===== src/rtl/pipe_stage_reg.sv =====
// ---------------------------------------------------------------------------
// pipe_stage_reg
//   Inter-stage pipeline register (ID/EX, EX/MEM, ...) carrying a PC, a packed
//   control word and NUM_OPS operand channels across a valid/ready handshake.
//   Operands can be replaced by forwarded values at the moment of capture.
//   A saturating counter records every cycle in which no valid entry is
//   presented downstream.
//
//   Build option: define SKID_BUF_EN to get a two-entry (main + skid) stage
//   whose in_ready has no combinational path from out_ready. Without it the
//   stage holds one entry and in_ready = !out_valid | out_ready.
//
// Ports
//   clk, rst            rising-edge clock, asynchronous active-high reset
//   flush               squash every stored entry at the next edge
//   in_valid/in_ready   upstream handshake
//   in_pc/in_ctrl/in_op upstream payload, operand k at [k*OP_W +: OP_W]
//   fwd_en/fwd_data     per-channel operand override applied at capture
//   out_valid/out_ready downstream handshake (out_ready=0 stalls)
//   out_pc/out_ctrl/out_op registered payload (out_ctrl is 0 when invalid)
//   bubble_cnt          saturating count of edges seen with out_valid=0
// ---------------------------------------------------------------------------
module pipe_stage_reg #(
    parameter int PC_W    = 32,
    parameter int CTRL_W  = 64,
    parameter int NUM_OPS = 2,
    parameter int OP_W    = 32,
    parameter int CNT_W   = 16
) (
    input  logic                      clk,
    input  logic                      rst,
    input  logic                      flush,
    input  logic                      in_valid,
    output logic                      in_ready,
    input  logic [PC_W-1:0]           in_pc,
    input  logic [CTRL_W-1:0]         in_ctrl,
    input  logic [NUM_OPS*OP_W-1:0]   in_op,
    input  logic [NUM_OPS-1:0]        fwd_en,
    input  logic [NUM_OPS*OP_W-1:0]   fwd_data,
    output logic                      out_valid,
    input  logic                      out_ready,
    output logic [PC_W-1:0]           out_pc,
    output logic [CTRL_W-1:0]         out_ctrl,
    output logic [NUM_OPS*OP_W-1:0]   out_op,
    output logic [CNT_W-1:0]          bubble_cnt
);

    localparam int OPS_W = NUM_OPS * OP_W;

    // Per-channel operand select: forwarded value wins where fwd_en is set.
    function automatic logic [OPS_W-1:0] fwd_merge(
        input logic [OPS_W-1:0]   op_v,
        input logic [NUM_OPS-1:0] en_v,
        input logic [OPS_W-1:0]   fwd_v
    );
        logic [OPS_W-1:0] res;
        res = op_v;
        for (int k = 0; k < NUM_OPS; k++) begin
            if (en_v[k]) begin
                res[k*OP_W +: OP_W] = fwd_v[k*OP_W +: OP_W];
            end else begin
                res[k*OP_W +: OP_W] = op_v[k*OP_W +: OP_W];
            end
        end
        return res;
    endfunction

    logic              main_valid_q, main_valid_d;
    logic [PC_W-1:0]   main_pc_q,    main_pc_d;
    logic [CTRL_W-1:0] main_ctrl_q,  main_ctrl_d;
    logic [OPS_W-1:0]  main_op_q,    main_op_d;
    logic [CNT_W-1:0]  bub_q,        bub_d;
    logic [OPS_W-1:0]  cap_op_s;
    logic              accept_s;
    logic              in_ready_s;

    assign cap_op_s = fwd_merge(in_op, fwd_en, fwd_data);
    assign accept_s = in_valid & in_ready_s;

`ifdef SKID_BUF_EN
    typedef enum logic [1:0] {
        ST_EMPTY = 2'd0,
        ST_FULL1 = 2'd1,
        ST_FULL2 = 2'd2
    } state_t;

    state_t            state_q,     state_d;
    logic [PC_W-1:0]   skid_pc_q,   skid_pc_d;
    logic [CTRL_W-1:0] skid_ctrl_q, skid_ctrl_d;
    logic [OPS_W-1:0]  skid_op_q,   skid_op_d;

    // in_ready depends only on stored state (and reset), never on out_ready.
    assign in_ready_s = ~rst & (state_q != ST_FULL2);

    // Next-state / datapath steering for the main + skid pair.
    always_comb begin
        state_d     = state_q;
        main_pc_d   = main_pc_q;
        main_ctrl_d = main_ctrl_q;
        main_op_d   = main_op_q;
        skid_pc_d   = skid_pc_q;
        skid_ctrl_d = skid_ctrl_q;
        skid_op_d   = skid_op_q;
        if (flush) begin
            state_d     = ST_EMPTY;
            main_pc_d   = {PC_W{1'b0}};
            main_ctrl_d = {CTRL_W{1'b0}};
        end else begin
            case (state_q)
                ST_EMPTY: begin
                    if (accept_s) begin
                        state_d     = ST_FULL1;
                        main_pc_d   = in_pc;
                        main_ctrl_d = in_ctrl;
                        main_op_d   = cap_op_s;
                    end else begin
                        state_d = ST_EMPTY;
                    end
                end
                ST_FULL1: begin
                    if (accept_s && out_ready) begin
                        main_pc_d   = in_pc;
                        main_ctrl_d = in_ctrl;
                        main_op_d   = cap_op_s;
                    end else if (accept_s) begin
                        // Downstream stalled: park the younger entry in skid.
                        state_d     = ST_FULL2;
                        skid_pc_d   = in_pc;
                        skid_ctrl_d = in_ctrl;
                        skid_op_d   = cap_op_s;
                    end else if (out_ready) begin
                        state_d     = ST_EMPTY;
                        main_pc_d   = {PC_W{1'b0}};
                        main_ctrl_d = {CTRL_W{1'b0}};
                    end else begin
                        state_d = ST_FULL1;
                    end
                end
                ST_FULL2: begin
                    if (out_ready) begin
                        state_d     = ST_FULL1;
                        main_pc_d   = skid_pc_q;
                        main_ctrl_d = skid_ctrl_q;
                        main_op_d   = skid_op_q;
                    end else begin
                        state_d = ST_FULL2;
                    end
                end
                default: begin
                    state_d     = ST_EMPTY;
                    main_pc_d   = {PC_W{1'b0}};
                    main_ctrl_d = {CTRL_W{1'b0}};
                end
            endcase
        end
        main_valid_d = (state_d != ST_EMPTY);
    end

    // State and skid-entry registers.
    always_ff @(posedge clk or posedge rst) begin
        if (rst) begin
            state_q     <= ST_EMPTY;
            skid_pc_q   <= {PC_W{1'b0}};
            skid_ctrl_q <= {CTRL_W{1'b0}};
            skid_op_q   <= {OPS_W{1'b0}};
        end else begin
            state_q     <= state_d;
            skid_pc_q   <= skid_pc_d;
            skid_ctrl_q <= skid_ctrl_d;
            skid_op_q   <= skid_op_d;
        end
    end
`else
    // Single entry: a slot frees up in the same cycle it is drained.
    assign in_ready_s = ~rst & (~main_valid_q | out_ready);

    // Next-state for the single main entry.
    always_comb begin
        main_valid_d = main_valid_q;
        main_pc_d    = main_pc_q;
        main_ctrl_d  = main_ctrl_q;
        main_op_d    = main_op_q;
        if (flush) begin
            main_valid_d = 1'b0;
            main_pc_d    = {PC_W{1'b0}};
            main_ctrl_d  = {CTRL_W{1'b0}};
        end else if (accept_s) begin
            main_valid_d = 1'b1;
            main_pc_d    = in_pc;
            main_ctrl_d  = in_ctrl;
            main_op_d    = cap_op_s;
        end else if (main_valid_q && out_ready) begin
            main_valid_d = 1'b0;
            main_pc_d    = {PC_W{1'b0}};
            main_ctrl_d  = {CTRL_W{1'b0}};
        end else begin
            main_valid_d = main_valid_q;
        end
    end
`endif

    // Saturating bubble counter, advanced on the pre-edge out_valid.
    always_comb begin
        if (!main_valid_q && (bub_q != {CNT_W{1'b1}})) begin
            bub_d = bub_q + {{(CNT_W-1){1'b0}}, 1'b1};
        end else begin
            bub_d = bub_q;
        end
    end

    // Main entry and counter registers; ctrl/pc are cleared whenever the
    // entry goes invalid so a squashed slot never drives a write enable.
    always_ff @(posedge clk or posedge rst) begin
        if (rst) begin
            main_valid_q <= 1'b0;
            main_pc_q    <= {PC_W{1'b0}};
            main_ctrl_q  <= {CTRL_W{1'b0}};
            main_op_q    <= {OPS_W{1'b0}};
            bub_q        <= {CNT_W{1'b0}};
        end else begin
            main_valid_q <= main_valid_d;
            main_pc_q    <= main_pc_d;
            main_ctrl_q  <= main_ctrl_d;
            main_op_q    <= main_op_d;
            bub_q        <= bub_d;
        end
    end

    assign in_ready   = in_ready_s;
    assign out_valid  = main_valid_q;
    assign out_pc     = main_pc_q;
    assign out_ctrl   = main_ctrl_q;
    assign out_op     = main_op_q;
    assign bubble_cnt = bub_q;

endmodule

===== config.mk =====
export PLATFORM = sky130hd
export DESIGN_NAME = pipe_stage_reg
export DESIGN_NICKNAME = d
export VERILOG_FILES = /design/src/rtl/pipe_stage_reg.sv
export SDC_FILE = /design/constraint.sdc
export NUM_CORES = 1
export LEC_CHECK = 0
export CORE_AREA = 2 2 161 163
export CTS_BUF_LIST = sky130_fd_sc_hd__clkbuf_4 sky130_fd_sc_hd__clkbuf_8 sky130_fd_sc_hd__clkbuf_16
export CTS_CLUSTER_DIAMETER = 150
export DETAILED_ROUTE_END_ITERATION = 6
export DIE_AREA = 0 0 163 165
export HOLD_SLACK_MARGIN = 0.03
export PLACE_DENSITY_LB_ADDON = 0.08
export SYNTH_ARGS = -nofsm -noshare
export SYNTH_HDL_FRONTEND = slang
export SYNTH_SLANG_ARGS = --single-unit

===== constraint.sdc =====
create_clock -name clk -period 5.9 [get_ports clk]
set_clock_uncertainty 0.1 [all_clocks]
set_input_delay 1.18 -clock clk [delete_from_list [all_inputs] [get_ports clk]]
set_output_delay 1.18 -clock clk [all_outputs]
set_load 0.05 [all_outputs]

======== Word level (Yosys, flattened, before mapping) ========
Index checks and enable logic that the tools add are counted.
word-level totals
  flip-flop bits (word level) ............. 177
  bits of input ports ..................... 231
  word-level logic and storage cells ...... 29
  output and inout bits ................... 178
cells by class
  add/sub/neg operators ................... 1
  reduce and logical (&&, ||, !) cells .... 5
  muxes and demuxes ....................... 11
  equal/unequal tests ..................... 1
  bitwise logic cells ..................... 6
operator list
  kind                                                             count
  64-bit 2-to-1 mux                                                3
  32-bit 2-to-1 mux                                                5
  16-bit by 1-bit adder with 16-bit output, second input constant  1
  16-bit != test, second input constant                            1
  1-bit 2-to-1 mux                                                 3
  1-bit NOT                                                        3
  3-bit nonzero test                                               1
  1-bit AND                                                        2
  1-bit logical AND                                                2
  2-bit AND reduction                                              1
  1-bit zero test                                                  1
  1-bit OR                                                         1

======== Logic depth before layout (Yosys ltp) ========
Gate-level depths: netlist (run 1).
  word-level depth ........................ 6
  gate-level depth with buffers ........... 8

======== Worst setup path before layout (run 1) ========
OpenSTA, ideal clock, no wires.
  path type ............................... input port to output port
  from .................................... in out_ready
  to ...................................... out in_ready
  setup slack ............................. 2.746 ns
  stages .................................. 2
  data arrival time ....................... 1.874 ns
  path through ............................ nor2b_1 nor2_1
on the way
  word-level cells in the longest chain between the ends .. 2
ends and longest elaborated chain
  item             line  text
  start, declared  41    input logic out_ready,
  1-bit OR         175   assign in_ready_s = ~rst & (~main_valid_q | out_ready);
  1-bit AND        175
  end, declared    34    output logic in_ready,
No other way between the ends.

======== Worst setup path in the final report (run 1) ========
Ends and elaborated chain as after synthesis.

==> results of run 1 <==
==> synthesized netlist by cell type (all sizes together) <==
master    n
mux2      2
nor2b     1
a22o     96
o21ai     1
nand2     6
nor2     72
nand4b    3
a221oi    1
ha        1
or4b      1
nand3     7
dfrtp   177
nand4     2
xnor2     5
inv       4
and4b     1
nor3      3
nor4      2
buf      33
or2b      1
and4      1
and3      1
mux2i    65
a21o      1
xor2      5
a211oi    1
a21oi    68
nor4b     2
a31oi     2
or2       1
clkbuf   11
==> cell families (layout without fill, tap and decap cells) <==
group	Yosys count	in the layout
xor gates and xnor gates	10	10
muxes	67	67
buffers and inverters	48	446
AOI/OAI and AO/OA	170	170
and+or+nand+nor	104	104
adders and majority gates	1	1
DFF	177	177
==> where the power goes <==
group          internal, W  total (W)  switching [W]
Sequential         0.00136    0.00147       0.000114
Combinational     0.000495    0.00129       0.000798
Clock             0.000640    0.00116       0.000521
==> area by class of cell <==
type | count | area [µm²] | area share [%]
timing repair buffer | 411 | 4120 | 34.0
sequential | 177 | 4430 | 36.5
clock inverter | 14 | 168 | 1.38
inverter | 4 | 18.8 | 0.155
clock buffer | 17 | 425 | 3.51
tap | 330 | 413 | 3.41
multi-input combinational | 352 | 2550 | 21.0
==> state kept, by name, summed over array words and instances (netlist names) <==
signal and count:
out_op 64, out_pc 32, bubble_cnt 16, out_ctrl 64, out_valid 1
==> critical path, stage by stage <==
cell and delay [ns]:
clkdlybuf4s50_1 0.53, nor2b_1 0.10, nor2_1 0.10, clkdlybuf4s50_1 0.81
==> per-stage QoR <==
stage               hold slack [ns]  total power [W]  cells  util (%)  setup WS, ns
floorplan                     0.683          0.00225    577         -          2.35
global placement              0.382          0.00279   1274      46.1          1.90
detailed placement            0.382          0.00280   1274      46.1          1.90
CTS                           0.403          0.00399   1305      48.4          1.90
global route                  0.411          0.00411   1305      48.4          1.86
finish                        0.397          0.00393   1305      48.4          1.91
==> worst max-delay path by stage <==
stage                         start       endpoint  slack (ns)  depth (start not counted)
after floorplan                 rst  bubble_cnt[0]        2.35                          1
after global placement    out_ready       in_ready        1.90                          4
after detailed placement  out_ready       in_ready        1.90                          4
after CTS                 out_ready       in_ready        1.90                          4
after global routing      out_ready       in_ready        1.86                          4
final                     out_ready       in_ready        1.91                          4
==> routing by layer <==
| layer | up-vias | track usage [%] |
|---|---|---|
| li1 | 2875 | - |
| met1 | 2801 | 20.7 |
| met2 | 241 | 29.6 |
| met3 | 20 | 7.51 |
| met4 | 0 | 4.79 |
| met5 | - | 0 |
==> results.toml, run 1 <==
[worst_setup_path]
startpoint_type = "input port"
end_kind = "output port"
r2r_cells = 4
crit_fanout = 3
arrival_ns = 2.71
reg2reg_slack_ns = 3.50
worstPathRequired_ns = 4.62
rr_endpoint = "out_ctrl[8]"
reg2reg_from = "out_valid"
path_class = "in2out"

[yosys]
synth_area_leaders = "dfrtp_1, a22o_1, mux2i_1"
synth_cells = 577
yosys.area_share.simple_pct = 7.21
syn_area_per_cell_um2 = 12.5
synth_top_cell_area_share_pct = 61.2
ys_ff_latch = 177
synth_top_family_by_area = "compound AO/OA/AOI/OAI gates"
ys.warnings.count = 0
synth_compound_area_share_pct = 17.0
synth_xor_area_share_pct = 1.21
synthAdderAreaFrac_pct = 0.173
ys_types = 39
synthMuxAreaShare_pct = 9.35
syn_nets = 809
synth_area_um2 = 7240
yosysSeqAreaShare_pct = 61.2
synth_area_leader_cell = "dfrtp_1"

[power]
vdd_drop_max_mv = 0.150
leakagePower_nw = 5.21
power_density_nw_per_um2 = 324

[floorplan]
die_h_um = 165
die_x_um = 163
ioPinCount = 409
row_count = 58
initial_core_util_pct = 28.9
die_area_um2 = 26900
core_um2 = 25000

[detailed_routing]
firstDrtPassIters = 4
top_layer = "met4"
wl_met1_um = 9690
ant_nets = 0
vias_per_cell = 4.55
wl_per_cell_um = 18.8
wirelength_um = 24500
wl_met3_um = 2430
post-route-drc-count = 0
route.vias.total = 5937
drt-initial-drc-count = 288
wl_met2_um = 12100

[timing]
fin_crit_ns = 3.99
timing_hold_violations_final = 0
finalCritPeriodShare_pct = 67.7
timing.setup.tns_ns = 0
setup_violations = 0
maxSlewViolCount = 0
maxSlewHeadroom_pct = 27.1
rsz0062_at_grt = "no"
worst_pin_slew_ns = 1.09
clock.fmax_mhz = 250

[layout]
n_fill_cell = 2332
diodes = 0
final_nets = 1195
fin_area_um2 = 12100
drive_gt1_share_pct = 5.33
mostFrequentLayoutCells = "clkdlybuf4s50_1, dfrtp_1, a22o_1"
final_common_cell = "clkdlybuf4s50_1"
syn2layout_area_growth_pct = 67.5

[clocking]
clock-sinks = 177
cts_setup_buffers = 0
root_buffer = "clkbuf_16"
clk_pin_slew_ns = 0.07
cts_tree = "done"
htreeDepth = 4
clock_path_buffers = 2
cts_resized = 0
hold_buffers = 0
clk_latency_ns = 0.42
cts_buffers = 17

[placement]
portBuffers = 408
place_hpwl_um = 17500
place.gp.congestion = 0.732
placed_area_um2 = 11500

[grt]
grt_use_total_pct = 17.6
grt_pass1_wl_um = 35700
grt_pass1_vias = 6001
grt_overflow = 0
antenna_found_initial = 0
grt_start_max_net_pins = 226

[hold_path]
min_to = "out_pc[12]"
min_from = "out_pc[12]"
min_path_type = "reg2reg"
holdPathStages = 1

[status]
outcome = "finished, final reports clean"

[job]
maxCapViolations = 0
Note: power is estimated with default switching activity, not from simulation.
==> run 2, diff against run 1 <==
==> constraint.sdc (replaced) <==
create_clock -name clk -period 4.2 [get_ports clk]
set_clock_uncertainty 0.1 [all_clocks]
set_input_delay 0.84 -clock clk [delete_from_list [all_inputs] [get_ports clk]]
set_output_delay 0.84 -clock clk [all_outputs]
set_load 0.05 [all_outputs]
==> run 2 against run 1 <==
Net effect:
- critical path type unchanged
- flip-flop and latch count unchanged
- register-to-register slack worse by 1.5 ns
- largest power group unchanged
- critical path depth unchanged
- critical endpoint unchanged
- routed wire length increased by 0.38%
- core utilization is 0.26 points higher
- design area increased by 0.55%
- combinational power increased by 42%
- first-iteration DRC count decreased by 11%
- global-route usage is 0.29 points higher
- die area unchanged
==> results.toml, run 2 (synthesized netlist as in run 1, its figures left out) <==
[clocking]
htreeDepth = 4
cts_resized = 0
cts_tree = "done"
hold_buffers = 0
cts_buffers = 17
cts_setup_buffers = 0
clk_pin_slew_ns = 0.07
clock_path_buffers = 2
root_buffer = "clkbuf_16"
clk_latency_ns = 0.42
clock-sinks = 177

[timing]
setup_violations = 0
rsz0062_at_grt = "no"
setup_ws_ns = 0.887
timing_hold_violations_final = 0
timing.setup.tns_ns = 0
maxSlewHeadroom_pct = 30.0
fin_crit_ns = 3.31
maxSlewViolCount = 0
worst_pin_slew_ns = 1.05
clock.fmax_mhz = 302
finalCritPeriodShare_pct = 78.9

[worst_setup_path]
startpoint = "out_ready"
worstPathRequired_ns = 3.26
slowest_delay_ns = 0.80
startpoint_type = "input port"
cp_cell_sequence = "clkdlybuf4s50_1 > nor2b_1 > nor2_1 > clkdlybuf4s50_1"
arrival_ns = 2.37
path_class = "in2out"
path_delay_family = "buffers and inverters"
end_kind = "output port"
crit_fanout = 3
path_buf_inv = 2
cp.depth = 4
slowest_stage = "clkdlybuf4s50_1"
cp_common_cell = "clkdlybuf4s50_1"
r2r_cells = 4
reg2reg_from = "out_valid"

[hold_path]
min_path_type = "reg2reg"
min_from = "out_pc[28]"
holdPathStages = 1

[detailed_routing]
drt-initial-drc-count = 255
ant_nets = 0
wirelength_um = 24600
wl_per_cell_um = 18.8
vias_per_cell = 4.59
route.vias.total = 6016
firstDrtPassIters = 4
post-route-drc-count = 0

[placement]
place.gp.congestion = 0.726
place_hpwl_um = 18200
portBuffers = 408
place_ws_ns = 0.885

[layout]
syn2layout_area_growth_pct = 68.4
mostFrequentLayoutCells = "clkdlybuf4s50_1, dfrtp_1, a22o_1"
diodes = 0
drive_gt1_share_pct = 5.82
final_util_pct = 48.7
final_common_cell = "clkdlybuf4s50_1"
final_nets = 1199
n_fill_cell = 2350

[floorplan]
ioPinCount = 409
die_h_um = 165
initial_core_util_pct = 28.9
core_um2 = 25000
die_x_um = 163
die_area_um2 = 26900
row_count = 58

[power]
vdd_drop_max_mv = 0.213
leakagePower_nw = 5.24
p_total_w = 0.00547
power_density_nw_per_um2 = 449

[grt]
grt_pass1_wl_um = 36400
grt_use_total_pct = 17.9
grt_start_max_net_pins = 110
grt_overflow = 0
antenna_found_initial = 0
grt_pass1_vias = 6144

[job]
maxCapViolations = 0

[status]
outcome = "finished, final reports clean"
## run 2: report_power, final
group | switching, W | total, W | internal (W)
clock | 0.000730 | 0.00158 | 0.000848
combinational | 0.00113 | 0.00183 | 0.000703
sequential | 0.000157 | 0.00206 | 0.00191
total | 0.00201 | 0.00547 | 0.00346
## run 2: per-layer routing
layer	share of wire [%]	global-route usage, %	wire length (µm)
met5	0	0	0
met4	1.5	5.43	371
met3	9.2	6.60	2260
met2	51	30.9	12500
met1	39	20.8	9540
## run 2: worst paths after layout
check	slack, ns	endpoint
setup reg to reg	1.98	out_ctrl[38]
hold reg to reg	0.40	out_pc[28]
min in group asynchronous	0.87	out_valid
max in group asynchronous	2.38	out_op[2]
setup / recovery	0.89	in_ready
hold / removal	0.40	out_pc[28]
## run 2: layout make-up
class / count / area [µm²] / share of cell area, %
well taps: 330 / 413 / 3.39
clock buffers: 18 / 433 / 3.55
repair buffers: 415 / 4200 / 34.5
clock inverters: 14 / 146 / 1.20
flip-flops and latches: 177 / 4430 / 36.3
multi-input cells: 352 / 2550 / 20.9
inverters: 4 / 18.8 / 0.154
## run 2: worst register-to-register path, cell delays in order (launching register included)
cell and delay (ns):
dfrtp_1 0.50, nor2b_1 0.22, nor4b_2 0.57, buf_12 0.44
a22o_1 0.33
## run 2: stage by stage
| stage | std cells | hold slack (ns) | area [µm²] |
|---|---|---|---|
| floorplan | 577 | 0.683 | 7240 |
| CTS | 1310 | 0.404 | 12200 |
| finish | 1310 | 0.399 | 12200 |
| global route | 1310 | 0.410 | 12200 |
| detailed placement | 1278 | 0.380 | 11600 |
| global placement | 1278 | 0.383 | 11600 |
